## src/rtl/fix_pkg.sv

```systemverilog
// fix_pkg: shared state type and ASCII constants for the FIX checksum generator
package fix_pkg;
  localparam int CHK_W = 8;
  localparam logic [7:0] SOH = 8'h01;
  localparam logic [7:0] EQ = 8'h3D;
  localparam logic [7:0] ZERO = 8'h30;
  typedef enum logic [2:0] {IDLE, ACCUM, DIG_H, DIG_T, DIG_O} state_t;
endpackage

```

## src/rtl/fix_bin2ascii3.sv

```systemverilog
// fix_bin2ascii3: steps an 8-bit value out as three ASCII decimal digits
// load/load_val capture the value; step consumes the digit picked by sel
// (0=hundreds, 1=tens, 2=ones); digit is the ASCII digit for sel.
module fix_bin2ascii3
  import fix_pkg::*;
(
  input  logic             clk,
  input  logic             rst,
  input  logic             load,
  input  logic [CHK_W-1:0] load_val,
  input  logic             step,
  input  logic [1:0]       sel,
  output logic [7:0]       digit
);
  logic [CHK_W-1:0] rem, hund, tens;
  always_comb begin
    hund = rem >= 8'd200 ? 8'd2 : rem >= 8'd100 ? 8'd1 : 8'd0;
    tens = rem / 8'd10;
    digit = ZERO + (sel == 2'd0 ? hund : sel == 2'd1 ? tens : rem);
  end
  always_ff @(posedge clk)
    if (rst) rem <= '0;
    else if (load) rem <= load_val;
    else if (step) rem <= sel == 2'd0 ? rem - hund * 8'd100 : rem % 8'd10;
endmodule

```

## src/rtl/fix_checksum_gen.sv

```systemverilog
// fix_checksum_gen: FIX tag-10 checksum over the creator's byte stream
// data_i/data_valid_i snoop emitted bytes; start_i/end_i bracket the summed
// region; chk_digit_o/chk_valid_o/chk_idx_o return three ASCII digits on
// E+1..E+3; chk_bin_o holds the binary checksum; busy_o flags activity.
module fix_checksum_gen
  import fix_pkg::*;
#(
  parameter int PRE_BYTES  = 1,
  parameter int POST_EXCL  = 2,
  parameter int HIST_DEPTH = 3
) (
  input  logic             clk,
  input  logic             rst,
  input  logic [7:0]       data_i,
  input  logic             data_valid_i,
  input  logic             start_i,
  input  logic             end_i,
  output logic [7:0]       chk_digit_o,
  output logic             chk_valid_o,
  output logic [1:0]       chk_idx_o,
  output logic [CHK_W-1:0] chk_bin_o,
  output logic             busy_o
);
  state_t state, state_n;
  logic [7:0] hist [HIST_DEPTH];
  logic [CHK_W-1:0] sum, pre_sum, chk;
  logic [1:0] cnt;
  logic do_start, do_acc, do_end;
  logic [7:0] digit;
  always_comb begin
    do_end = state == ACCUM && data_valid_i && end_i;
    do_start = data_valid_i && start_i && (state == IDLE || (state == ACCUM && !end_i));
    do_acc = state == ACCUM && data_valid_i && !start_i && !end_i;
    pre_sum = data_i;
    for (int i = 0; i < PRE_BYTES; i++) pre_sum = pre_sum + hist[i];
    // strip the trailing "10" tag bytes, but never reach back before start
    chk = sum;
    for (int i = 0; i < POST_EXCL; i++) if (2'(i) < cnt) chk = chk - hist[i];
    state_n = state == IDLE  ? (data_valid_i && start_i ? ACCUM : IDLE) :
              state == ACCUM ? (do_end ? DIG_H : ACCUM) :
              state == DIG_H ? DIG_T :
              state == DIG_T ? DIG_O : IDLE;
    chk_valid_o = state == DIG_H || state == DIG_T || state == DIG_O;
    chk_idx_o = state == DIG_T ? 2'd1 : state == DIG_O ? 2'd2 : 2'd0;
    chk_digit_o = chk_valid_o ? digit : 8'd0;
    busy_o = state != IDLE;
  end
  always_ff @(posedge clk)
    if (rst) state <= IDLE;
    else state <= state_n;
  always_ff @(posedge clk)
    if (rst) begin
      sum <= '0;
      cnt <= '0;
      chk_bin_o <= '0;
      for (int i = 0; i < HIST_DEPTH; i++) hist[i] <= '0;
    end else begin
      if (data_valid_i) begin
        hist[0] <= data_i;
        for (int i = 1; i < HIST_DEPTH; i++) hist[i] <= hist[i-1];
      end
      if (do_start) begin
        sum <= pre_sum;
        cnt <= 2'd1;
      end else if (do_acc) begin
        sum <= sum + data_i;
        cnt <= cnt == 2'd3 ? cnt : cnt + 2'd1;
      end
      if (do_end) chk_bin_o <= chk;
    end
  fix_bin2ascii3 u_conv (
    .clk      (clk),
    .rst      (rst),
    .load     (do_end),
    .load_val (chk),
    .step     (state == DIG_H || state == DIG_T),
    .sel      (chk_idx_o),
    .digit    (digit)
  );
endmodule
```

## config.mk

```make
export PLATFORM = sky130hd
export DESIGN_NAME = fix_checksum_gen
export DESIGN_NICKNAME = d
export VERILOG_FILES = /design/src/rtl/fix_pkg.sv /design/src/rtl/fix_bin2ascii3.sv /design/src/rtl/fix_checksum_gen.sv
export SDC_FILE = /design/constraint.sdc
export NUM_CORES = 1
export LEC_CHECK = 0
export CAP_MARGIN = 20
export CORE_MARGIN = 2
export CORE_UTILIZATION = 35
export CTS_CLUSTER_DIAMETER = 40
export DETAILED_ROUTE_END_ITERATION = 6
export PLACE_DENSITY = 0.58
export SKIP_LAST_GASP = 1
export SLEW_MARGIN = 20
export SYNTH_ARGS = -nofsm -noshare
export SYNTH_HDL_FRONTEND = slang
export SYNTH_SLANG_ARGS = --single-unit
```

## constraint.sdc

```tcl
create_clock -name clk -period 6.2 [get_ports clk]
set_clock_uncertainty 0.2 [all_clocks]
set_input_delay 1.24 -clock clk [delete_from_list [all_inputs] [get_ports clk]]
set_output_delay 1.24 -clock clk [all_outputs]
set_load 0.01 [all_outputs]
```

==> flow_summary.toml <==
[drt]
drc = 0
met3_length_um = 171
firstDrtPassIters = 4
vias = 3598
drt_iter0_markers = 195
totalWireLength_um = 9930
routedWlPerCell_um = 15.05
ant_nets = 0
met1Wirelength_um = 4592
routed-wl-met2_um = 5055
vias_per_cell = 5.452
dr.max_layer_used = "met4"

[sta]
slew_headroom_pct = 35.79
rsz0062_at_grt = "no"
finalCritPeriodShare_pct = 75.77
setup-tns-final_ns = 0
slew_viol_final = 0
hold_violations = 0
fmax_mhz = 212.9
worstMarginPinSlew_ns = 0.9619
min_period_ns = 4.698
setup_viol = 0

[power]
seqPwrFrac_pct = 35.2
comb_power_share_pct = 39.5
clkPwrFrac_pct = 25.3
p_switching_uw = 366.9
internal-power_uw = 669.2
peakVddDrop_uv = 98.76
p_sw_share_pct = 35.41
p_leak_uw = 0.001758
pwr_density_cell_nw_per_um2 = 221.9

[clocking]
cts.sinks = 45
path_clk_slew_ns = 0.06
cts_inserted_buffers = 5
cts-root-buf = "clkbuf_16"
ctsHoldBuffers = 0
post_cts_resized = 0
htree_levels = 2
clock_latency_ns = 0.29
post-cts-setup-buffers = 0
cts_max_path_buffers = 2
tritoncts = "built"

[yosys]
synth_top_cell_by_area = "dfxtp_1"
synth_warnings = 0
yosysUniqueCellTypes = 84
synth.avg_cell_area_sq_um = 8.242
yosysTopAreaCellShare_pct = 14.03
ys_seq_area_share_pct = 25.64
synthCells = 502
synth_area_leaders = "dfxtp_1 (14%), edfxtp_1 (12%), ha_1 (8.5%)"
syn_area_sq_um = 4138
synthArstFlopShare_pct = 0
synth_seq_cells = 45
ys.flop_type = "dfxtp_1"
synth_commonest_cells = "nor2_1 (46), nand2_1 (37), a21oi_1 (32), inv_1 (30), dfxtp_1 (29)"
synth-edff-count = 16
synth_nets = 547
synth.most_common_cell = "nor2_1"

[cells_and_area]
fin_cells = 660
antennaDiodeCount = 0
num-nets-final = 561
nFillCells = 1154
drive_gt1_share_pct = 7.737
syn_to_final_growth_pct = 12.82
design_area_sq_um = 4668

[global_route]
antenna_found_initial = 0
grt_pass1_vias = 3571
gr-total-overflow = 0
grt_pass1_wl_um = 16950
grt_use_total_pct = 15.85
grt_max_degree = 31

[placement]
dp_hpwl_um = 7418
dp_cells = 652
port_buffers = 32
post_dp_cell_area_sq_um = 4526
gp_congestion = 0.8100

[setup_path]
cp_max_fo = 26
end_kind = "output pin"
start_kind = "register"
timing.rr.start = "sum[0]"
crit_start = "u_conv.rem[5]"
cp.required_ns = 4.76
crit_end = "chk_digit_o[0]"
rr_worst_depth = 18
worstSetupPathType = "reg2out"
r2r_setup_slack_ns = 2.09
worst_r2r_endpoint = "u_conv.rem[7]"
arrival_ns = 3.26

[floorplanning]
fp-row-count = 39
start_util_pct = 36.08
die-width_um = 112.7
die_h_um = 112.7
core_area_sq_um = 11470
io_pins = 33
dieArea_sq_um = 12710

[run]
max_cap_viol_count = 0

[worst_hold_path]
hp-start = "chk_bin_o[7]"
worst_hold_path_type = "reg2reg"

[run_status]
outcome = "finished, final reports clean"
placed cells by master, fill, tap and decap left out, types with 3 or more instances in the layout:
master            n
nor2_1           46
nand2_1          37
a21oi_1          32
clkdlybuf4s50_1  32
inv_1            30
dfxtp_1          29
ha_1             28
o21ai_0          23
xnor2_1          19
and2_1           17
edfxtp_1         16
nor3_1           15
o21a_1           11
mux2i_1          11
nor3b_1          10
nand3_1           9
nand2b_1          9
nor2b_1           8
a211oi_1          7
o211ai_1          7
o21ai_1           6
or3_1             5
a21o_1            5
a31oi_1           5
clkbuf_16         5
mux2_2            4
xor2_1            4
a22oi_1           4
or4_1             4
fa_1              4
buf_4             4
o31a_1            3
and3_1            3
o21bai_1          3
cell type report:
type / count / area, sq um / area share [%]
clock buffers: 7 / 132.6 / 2.841
flip-flops and latches: 45 / 1061 / 22.73
well taps: 143 / 178.9 / 3.833
inverters: 32 / 120.1 / 2.573
multi-input cells: 396 / 2818 / 60.36
repair buffers: 36 / 350.3 / 7.505
clock inverters: 1 / 7.507 / 0.1608
critical path: stages, from the launching register on:
cell and delay, ns:
dfxtp_1 0.94, xor2_1 0.21, mux2i_2 0.30, a211oi_1 0.11
a21oi_1 0.29, a32oi_1 0.19, and3_1 0.23, o21ai_1 0.14
clkdlybuf4s50_1 0.55
worst min-delay path by stage:
stage	to	slack, ns	cells past startpoint
after floorplan	sum[0]	0.26	2
after global placement	chk_bin_o[7]	0.24	2
after detailed placement	chk_bin_o[7]	0.25	2
after CTS	chk_bin_o[7]	0.25	2
after global routing	chk_bin_o[2]	0.28	2
final	chk_bin_o[7]	0.25	2
logic make-up (layout without fill, tap and decap cells):
logic type / Yosys count / count (layout) / share of synthesized area (%)
AND/OR/NAND/NOR: 183 / 183 / 24.07
AO/OA/AOI/OAI: 141 / 141 / 24.34
buffers and inverters: 61 / 76 / 6.320
flip-flops: 45 / 45 / 25.64
adder cells (fa/ha/maj): 32 / 32 / 10.40
XOR/XNOR: 23 / 23 / 4.868
multiplexers: 17 / 17 / 4.354
stage by stage:
step	total power [uW]	util, %	worst slack, ns	hold WS (ns)
after floorplan	689.5	-	2.403	0.2604
after global placement	764.4	39.47	1.506	0.2445
after detailed placement	776.9	39.47	1.346	0.2458
after CTS	1043	40.69	1.476	0.2543
after global routing	1107	40.71	1.267	0.2763
final	1036	40.71	1.502	0.2525
metal layers:
metal / track usage [%] / vias up
met5: 0 / -
met4: 3.984 / 0
met3: 1.607 / 8
met2: 28.94 / 34
met1: 19.99 / 1714
li1: - / 1842
power groups by stage:
stage	clock network, uW	registers [uW]	logic [uW]
6_report	263	364	409
5_1_grt	278	369	460
4_1_cts	269	364	410
3_5_place_dp	0	370	407
3_3_place_gp	0	370	395
2_1_floorplan	0	348	341
registers in the layout (all words and copies together) (netlist names):
signal	cells
chk_bin_o	8
cnt	2
hist	16
state	3
sum	8
u_conv.rem	8
(Power assumes the default switching activity.)
